### config.mk
export PLATFORM = sky130hd
export DESIGN_NAME = kds_loader_flat
export DESIGN_NICKNAME = d
export VERILOG_FILES = /design/src/rtl/kds_pkg.sv /design/src/rtl/kds_loader_if.sv /design/src/rtl/kds_row_assembler.sv /design/src/rtl/kds_loader.sv /design/src/flat_wrapper.sv
export SDC_FILE = /design/constraint.sdc
export NUM_CORES = 1
export LEC_CHECK = 0
export ABC_CLOCK_PERIOD_IN_PS = 2700
export CORE_ASPECT_RATIO = 1.5
export CORE_MARGIN = 4
export CORE_UTILIZATION = 47
export DETAILED_ROUTE_END_ITERATION = 10
export PLACE_DENSITY = 0.81
export SLEW_MARGIN = 25
export SYNTH_ARGS = -nofsm -noshare
export SYNTH_HDL_FRONTEND = slang
export SYNTH_HIERARCHICAL = 1
export SYNTH_SLANG_ARGS = --single-unit
### constraint.sdc
create_clock -name clk -period 2.7 [get_ports clk]
set_input_delay 0.405 -clock clk [delete_from_list [all_inputs] [get_ports clk]]
set_output_delay 0.405 -clock clk [all_outputs]
set_load 0.01 [all_outputs]
### src/rtl/kds_pkg.sv
// -----------------------------------------------------------------------------
// kds_pkg
// Shared types and constants for the kernel data storage loader.
//   kds_loader_state_t : loader controller states
//   KDS_NB_BLOCKS      : storage blocks per storage instance
//   KDS_FIFO_DEPTH     : FIFO depth, i.e. rows written per block
//   KDS_ROW_WORDS      : kernel words packed into one storage row
// -----------------------------------------------------------------------------
package kds_pkg;

    localparam int KDS_NB_BLOCKS  = 12;
    localparam int KDS_FIFO_DEPTH = 8;
    localparam int KDS_ROW_WORDS  = 3;

    typedef enum logic [1:0] {
        IDLE    = 2'd0,
        COLLECT = 2'd1,
        WRITE   = 2'd2,
        CYCLE   = 2'd3
    } kds_loader_state_t;

endpackage : kds_pkg

### src/rtl/kds_loader_if.sv
// -----------------------------------------------------------------------------
// kds_loader_if
// Bundles the kernel word stream and the storage-side row bus.
//   s_data/s_valid/s_ready             : valid/ready kernel word stream
//   v_1/v_2/v_3                        : row words presented to storage
//   le_select                          : one-hot block write strobe
//   cycle_enable/only_readout          : storage rotation controls
// Modports:
//   master : the loader (consumes the stream, drives the storage bus)
//   slave  : the environment (produces the stream, observes the storage bus)
// -----------------------------------------------------------------------------
interface kds_loader_if #(
    parameter int IO_DATA_WIDTH = 16,
    parameter int NB_BLOCKS     = 12
);

    logic [IO_DATA_WIDTH-1:0] s_data;
    logic                     s_valid;
    logic                     s_ready;
    logic [IO_DATA_WIDTH-1:0] v_1;
    logic [IO_DATA_WIDTH-1:0] v_2;
    logic [IO_DATA_WIDTH-1:0] v_3;
    logic [NB_BLOCKS-1:0]     le_select;
    logic                     cycle_enable;
    logic                     only_readout;

    modport master (
        input  s_data, s_valid,
        output s_ready, v_1, v_2, v_3, le_select, cycle_enable, only_readout
    );

    modport slave (
        output s_data, s_valid,
        input  s_ready, v_1, v_2, v_3, le_select, cycle_enable, only_readout
    );

endinterface : kds_loader_if

### src/rtl/kds_row_assembler.sv
// -----------------------------------------------------------------------------
// kds_row_assembler
// Collects three consecutive stream words into v_1, v_2, v_3 (slot 0,1,2).
// Ports:
//   clk, arst_n_in : clock, synchronous active-low reset
//   clear          : return the slot counter to slot 0
//   enable         : accept words (the loader is collecting)
//   s_data/s_valid/s_ready : word stream handshake
//   v_1/v_2/v_3    : assembled row, held until overwritten
//   row_full       : high in the cycle the third word of a row is accepted
// -----------------------------------------------------------------------------
module kds_row_assembler
    import kds_pkg::*;
#(
    parameter int IO_DATA_WIDTH = 16
) (
    input  logic                     clk,
    input  logic                     arst_n_in,
    input  logic                     clear,
    input  logic                     enable,
    input  logic [IO_DATA_WIDTH-1:0] s_data,
    input  logic                     s_valid,
    output logic                     s_ready,
    output logic [IO_DATA_WIDTH-1:0] v_1,
    output logic [IO_DATA_WIDTH-1:0] v_2,
    output logic [IO_DATA_WIDTH-1:0] v_3,
    output logic                     row_full
);

    localparam logic [1:0] SLOT_LAST = 2'(KDS_ROW_WORDS - 1);

    logic [1:0] slot;
    logic       fire;

    assign s_ready  = enable;
    assign fire     = s_valid && s_ready;
    // Flagged combinationally so the controller can enter WRITE on the very
    // edge that stores the third word.
    assign row_full = fire && (slot == SLOT_LAST);

    // NOTE: sequential state uses non-blocking assignments only, so every
    // flop samples pre-edge values regardless of statement order.
    always_ff @(posedge clk) begin
        if (!arst_n_in) begin
            // NOTE: the row registers are reset because they drive module
            // outputs that must read 0 after reset; they are flops, not a RAM.
            slot <= '0;
            v_1  <= '0;
            v_2  <= '0;
            v_3  <= '0;
        end else if (clear) begin
            slot <= '0;
        end else if (fire) begin
            case (slot)
                2'd0:    v_1 <= s_data;
                2'd1:    v_2 <= s_data;
                default: v_3 <= s_data;
            endcase
            slot <= row_full ? 2'd0 : slot + 2'd1;
        end
    end

endmodule : kds_row_assembler

### src/rtl/kds_loader.sv
// -----------------------------------------------------------------------------
// kds_loader
// Load/rotate controller in front of the kernel data storage. Packs the word
// stream into 3-word rows, writes each row to the current block with a
// one-hot strobe, and sequences rotation runs.
// Ports:
//   clk, arst_n_in  : clock, synchronous active-low reset
//   start           : pulse, begin a full load of all blocks
//   cycle_req       : pulse, start a rotation run
//   cycle_count     : rotation length in cycles (sampled with cycle_req)
//   readout_mode    : run is read-only (sampled with cycle_req)
//   busy            : controller not in IDLE
//   done            : one-cycle pulse after a load or rotation run
//   bus             : stream + storage bus (kds_loader_if.master)
//   err             : sticky request-while-busy flag (KDS_LOADER_ERR_EN only)
// Optional feature macro: KDS_LOADER_ERR_EN
// -----------------------------------------------------------------------------
module kds_loader
    import kds_pkg::*;
#(
    parameter int IO_DATA_WIDTH   = 16,
    parameter int NB_BLOCKS       = KDS_NB_BLOCKS,
    parameter int ROWS_PER_BLOCK  = KDS_FIFO_DEPTH,
    parameter int CYCLE_CNT_WIDTH = 8
) (
    input  logic                       clk,
    input  logic                       arst_n_in,
    input  logic                       start,
    input  logic                       cycle_req,
    input  logic [CYCLE_CNT_WIDTH-1:0] cycle_count,
    input  logic                       readout_mode,
    output logic                       busy,
    output logic                       done,
    kds_loader_if.master               bus
`ifdef KDS_LOADER_ERR_EN
    ,
    output logic                       err
`endif
);

    localparam int ROW_W = (ROWS_PER_BLOCK > 1) ? $clog2(ROWS_PER_BLOCK) : 1;
    localparam int BLK_W = (NB_BLOCKS > 1) ? $clog2(NB_BLOCKS) : 1;

    localparam logic [ROW_W-1:0] ROW_LAST = ROW_W'(ROWS_PER_BLOCK - 1);
    localparam logic [BLK_W-1:0] BLK_LAST = BLK_W'(NB_BLOCKS - 1);

    kds_loader_state_t state, next_state;

    logic [ROW_W-1:0]           row_idx;
    logic [BLK_W-1:0]           block_idx;
    logic [CYCLE_CNT_WIDTH-1:0] cycles_left;
    logic                       readout_latched;

    logic                     row_full;
    logic                     asm_ready;
    logic [IO_DATA_WIDTH-1:0] asm_v_1, asm_v_2, asm_v_3;
    logic                     load_last;
    logic                     cycle_go;

    assign load_last = (row_idx == ROW_LAST) && (block_idx == BLK_LAST);
    // start wins over a simultaneous cycle_req in IDLE.
    assign cycle_go  = cycle_req && !start;

    kds_row_assembler #(
        .IO_DATA_WIDTH(IO_DATA_WIDTH)
    ) u_row_assembler (
        .clk      (clk),
        .arst_n_in(arst_n_in),
        .clear    ((state == IDLE) && start),
        .enable   (state == COLLECT),
        .s_data   (bus.s_data),
        .s_valid  (bus.s_valid),
        .s_ready  (asm_ready),
        .v_1      (asm_v_1),
        .v_2      (asm_v_2),
        .v_3      (asm_v_3),
        .row_full (row_full)
    );

    assign bus.s_ready = asm_ready;
    assign bus.v_1     = asm_v_1;
    assign bus.v_2     = asm_v_2;
    assign bus.v_3     = asm_v_3;

    // State register.
    always_ff @(posedge clk) begin
        if (!arst_n_in) begin
            state <= IDLE;
        end else begin
            state <= next_state;
        end
    end

    // Next-state logic.
    always_comb begin
        // NOTE: default first, so no path through the case leaves next_state
        // unassigned and infers a latch.
        next_state = state;
        case (state)
            IDLE: begin
                if (start) begin
                    next_state = COLLECT;
                end else if (cycle_req && (cycle_count != '0)) begin
                    next_state = CYCLE;
                end
            end
            COLLECT: begin
                if (row_full) begin
                    next_state = WRITE;
                end
            end
            WRITE: begin
                next_state = load_last ? IDLE : COLLECT;
            end
            CYCLE: begin
                if (cycles_left == CYCLE_CNT_WIDTH'(1)) begin
                    next_state = IDLE;
                end
            end
            default: next_state = IDLE;
        endcase
    end

    // Output logic.
    always_comb begin
        bus.le_select    = '0;
        bus.cycle_enable = 1'b0;
        bus.only_readout = 1'b0;
        busy             = (state != IDLE);
        case (state)
            WRITE: begin
                bus.le_select = NB_BLOCKS'(1) << block_idx;
            end
            CYCLE: begin
                bus.cycle_enable = 1'b1;
                bus.only_readout = readout_latched;
            end
            default: ;
        endcase
    end

    // Row/block/cycle counters and the done pulse.
    always_ff @(posedge clk) begin
        if (!arst_n_in) begin
            row_idx         <= '0;
            block_idx       <= '0;
            cycles_left     <= '0;
            readout_latched <= 1'b0;
            done            <= 1'b0;
        end else begin
            done <= 1'b0;
            case (state)
                IDLE: begin
                    if (cycle_go) begin
                        if (cycle_count == '0) begin
                            done <= 1'b1;
                        end else begin
                            cycles_left     <= cycle_count;
                            readout_latched <= readout_mode;
                        end
                    end
                end
                WRITE: begin
                    if (row_idx == ROW_LAST) begin
                        row_idx <= '0;
                        if (block_idx == BLK_LAST) begin
                            block_idx <= '0;
                            done      <= 1'b1;
                        end else begin
                            block_idx <= block_idx + 1'b1;
                        end
                    end else begin
                        row_idx <= row_idx + 1'b1;
                    end
                end
                CYCLE: begin
                    cycles_left <= cycles_left - 1'b1;
                    if (cycles_left == CYCLE_CNT_WIDTH'(1)) begin
                        done <= 1'b1;
                    end
                end
                default: ;
            endcase
        end
    end

`ifdef KDS_LOADER_ERR_EN
    // Sticky: any start/cycle_req while busy is a protocol error.
    always_ff @(posedge clk) begin
        if (!arst_n_in) begin
            err <= 1'b0;
        end else if (busy && (start || cycle_req)) begin
            err <= 1'b1;
        end
    end
`endif

endmodule : kds_loader

### src/flat_wrapper.sv
// flat-port wrapper written by rule: the top's interface ports become plain ports
module kds_loader_flat import kds_pkg::*;
#(
    parameter int IO_DATA_WIDTH   = 16,
    parameter int NB_BLOCKS       = KDS_NB_BLOCKS,
    parameter int ROWS_PER_BLOCK  = KDS_FIFO_DEPTH,
    parameter int CYCLE_CNT_WIDTH = 8
)
  (clk, arst_n_in, start, cycle_req, cycle_count, readout_mode, busy, done, bus_s_data, bus_s_valid, bus_s_ready, bus_v_1, bus_v_2, bus_v_3, bus_le_select, bus_cycle_enable, bus_only_readout);
  kds_loader_if #(.IO_DATA_WIDTH(IO_DATA_WIDTH), .NB_BLOCKS(NB_BLOCKS)) bus_i ();
  input  logic clk;
  input  logic arst_n_in;
  input  logic start;
  input  logic cycle_req;
  input  logic [CYCLE_CNT_WIDTH-1:0] cycle_count;
  input  logic readout_mode;
  output logic busy;
  output logic done;
  input wire logic [$bits(bus_i.s_data)-1:0] bus_s_data;
  input wire logic [$bits(bus_i.s_valid)-1:0] bus_s_valid;
  output wire logic [$bits(bus_i.s_ready)-1:0] bus_s_ready;
  output wire logic [$bits(bus_i.v_1)-1:0] bus_v_1;
  output wire logic [$bits(bus_i.v_2)-1:0] bus_v_2;
  output wire logic [$bits(bus_i.v_3)-1:0] bus_v_3;
  output wire logic [$bits(bus_i.le_select)-1:0] bus_le_select;
  output wire logic [$bits(bus_i.cycle_enable)-1:0] bus_cycle_enable;
  output wire logic [$bits(bus_i.only_readout)-1:0] bus_only_readout;
  assign bus_i.s_data = bus_s_data;
  assign bus_i.s_valid = bus_s_valid;
  assign bus_s_ready = bus_i.s_ready;
  assign bus_v_1 = bus_i.v_1;
  assign bus_v_2 = bus_i.v_2;
  assign bus_v_3 = bus_i.v_3;
  assign bus_le_select = bus_i.le_select;
  assign bus_cycle_enable = bus_i.cycle_enable;
  assign bus_only_readout = bus_i.only_readout;
  kds_loader #(.IO_DATA_WIDTH(IO_DATA_WIDTH), .NB_BLOCKS(NB_BLOCKS), .ROWS_PER_BLOCK(ROWS_PER_BLOCK), .CYCLE_CNT_WIDTH(CYCLE_CNT_WIDTH)) u_core (.clk(clk), .arst_n_in(arst_n_in), .start(start), .cycle_req(cycle_req), .cycle_count(cycle_count), .readout_mode(readout_mode), .busy(busy), .done(done), .bus(bus_i));
endmodule
==> results.sh <==
export IMPL_finalHoldViolCount=0
export IMPL_clock_skew_ps=6.45
export IMPL_grt_antenna_before_repair=0
export IMPL_ctsResizeCount=0
export IMPL_ys_seq_area_share_pct=43.9
export IMPL_ant_nets=0
export IMPL_synth_top_area_share_pct=43.9
export IMPL_rsz0062_at_grt="false"
export IMPL_nets=488
export IMPL_synth_ff_type="dfxtp_1"
export IMPL_hp_class="in2reg"
export IMPL_place_ws_ps=353
export IMPL_drv_cap=0
export IMPL_period_minus_slack_ps=2520
export IMPL_start_kind="flop"
export IMPL_cts_sinks=69
export IMPL_synthArstFlopShare_pct=0
export IMPL_post_route_util_pct=67.0
export IMPL_cp_required_ps=2300
export IMPL_wl_per_cell_um=14.4
export IMPL_drive_above_1_share_pct=7.52
export IMPL_grt_pass1_wl_um=12700
export IMPL_clock_root_buffer="clkbuf_8"
export IMPL_finalCritPeriodShare_pct=93.3
export IMPL_htree_num_levels=3
export IMPL_critical_path_class="reg2out"
export IMPL_area_growth_pct=38.0
export IMPL_grt_overflow=0
export IMPL_cts_tree="built"
export IMPL_syn_area_per_cell_um2=8.79
export IMPL_drt_total_wl_um=7580
export IMPL_routabilityCongestion=0.879
export IMPL_dieArea_um2=8100
export IMPL_synth_nets=398
export IMPL_worst_slack_ps=181
export IMPL_multiInputGateArea_um2=1620
export IMPL_first_iter_violations=137
export IMPL_p_per_area_nw_per_um2=530
export IMPL_cp_max_fo=13
export IMPL_io_pins=95
export IMPL_die_w_um=74.8
export IMPL_outcome="complete, no violations"
export IMPL_io_buffers=94
export IMPL_ys_types=52
export IMPL_diodes=0
export IMPL_cts_hold_buffers=0
export IMPL_layout_commonest_cell="nand2_1"
export IMPL_setup_viol=0
export IMPL_p_leak_nw=1.79
export IMPL_clock_latency_ps=330
export IMPL_die_h_um=108
export IMPL_end_kind="output port"
export IMPL_synthCells=358
export IMPL_post_cts_buffers=0
export IMPL_yosysTopAreaCell="dfxtp_1"
export IMPL_max_freq_mhz=397
export IMPL_ir_drop_uv=314
export IMPL_dp_hpwl_um=5560
export IMPL_rr_startpoint="u_core/state[0]$_SDFFE_PN0P_"
export IMPL_tightest_slew_ps=680
export IMPL_setup_tns_ps=0
export IMPL_layout_common_cells="nand2_1 (99), clkdlybuf4s50_1 (93), dfxtp_1 (69)"
export IMPL_initial_utilization_pct=48.5
export IMPL_grt_start_max_net_pins=68
export IMPL_synthTopCellsByArea="dfxtp_1 (44%), nand2_1 (12%), mux2i_1 (10%)"
export IMPL_via_per_inst=5.31
export IMPL_seq_area_um2=1380
export IMPL_slew_headroom_pct=54.7
export IMPL_core_area_um2=6490
export IMPL_yosysWarnings=6
export IMPL_startpoint="u_core/state[0]$_SDFFE_PN0P_"
export IMPL_rows=36
export IMPL_cp_arrival_ps=2110
export IMPL_ys_seq_elements=69
export IMPL_final_max_slew_violation_count=0
export IMPL_num_vias=2805
export IMPL_synth_edf_count=0
export IMPL_grt_total_usage_pct=20.0
export IMPL_hp_start="arst_n_in"
export IMPL_drc=0
export IMPL_cts_buffers=9
export IMPL_drtPass1Iterations=4
export IMPL_synth_area_um2=3150
export IMPL_first_global_vias=2767
export IMPL_cts_buffer_depth=2
export IMPL_clk_pin_slew_ps=70
export IMPL_fill_cells=538
per-stage QoR:
stage	area [um^2]	hold slack (ps)	cells	power [mW]
2_1_floorplan	3150	440	358	1.23
3_3_place_gp	4110	441	513	1.34
3_5_place_dp	4110	446	513	1.34
4_1_cts	4340	398	528	2.33
5_1_grt	4340	401	528	2.40
6_report	4340	409	528	2.30
cells by family (layout without fill, tap and decap cells):
kind of cell	Yosys count	in the layout	share of synthesized area, %
buffers and inverters	30	124	4.77
adder cells (fa/ha/maj)	10	10	3.98
flip-flops	69	69	43.9
XOR/XNOR	4	4	1.11
multiplexers	33	33	10.5
AND/OR/NAND/NOR	166	166	25.0
AO/OA/AOI/OAI	46	46	10.7
routing by layer:
metal	vias to the layer above	routed length, um	GRT usage, %
met3	12	523	5.95
met2	99	3730	34.3
met5	-	0	0
met1	1296	3200	23.0
li1	1398	-	-
met4	0	129	7.00
cells in the mapped netlist (4+ instances only):
| library cell | number |
|---|---|
| nand2_1 | 99 |
| dfxtp_1 | 69 |
| mux2i_1 | 33 |
| nor2_1 | 24 |
| a21boi_1 | 16 |
| clkbuf_1 | 13 |
| a21oi_1 | 10 |
| ha_1 | 10 |
| inv_1 | 7 |
| nor3_1 | 5 |
| a31oi_1 | 4 |
| and3_1 | 4 |
| buf_6 | 4 |
| nand4_1 | 4 |
where the power goes:
part	switching (mW)	internal [mW]	total [mW]
sequential	0.0272	1.05	1.07
clock	0.372	0.610	0.982
combinational	0.119	0.128	0.247
registers in the layout, indices dropped and copies added (netlist names), 2 cells and up:
register                     cells
u_core/block_idx                 4
u_core/cycles_left               8
u_core/row_idx                   3
u_core/state                     2
u_core/u_row_assembler/slot      2
u_core/u_row_assembler/v_1      16
u_core/u_row_assembler/v_2      16
u_core/u_row_assembler/v_3      16
worst paths after layout:
path                                                      end  slack, ps  depth (start not counted)
hold reg to reg   u_core/u_row_assembler/v_3[10]$_SDFFE_PN0P_        460                          2
setup reg to reg   u_core/u_row_assembler/v_2[4]$_SDFFE_PN0P_        440                          5
setup / recovery                                  bus_s_ready        180                          3
hold / removal               u_core/block_idx[0]$_SDFFE_PN0P_        410                          3
cell type report:
cell class	instances	share of cell area, %
sequential	69	31.8
timing repair buffer	100	22.6
inverter	9	0.778
clock buffer	9	2.85
tap	76	2.19
clock inverter	6	2.59
multi-input combinational	259	37.2
worst max-delay path: stages (launching register included):
cell and delay, ps:
dfxtp_1 670, nor2b_1 390, buf_4 190, clkdlybuf4s50_1 540
No activity file was read; power rests on OpenSTA's default activity.
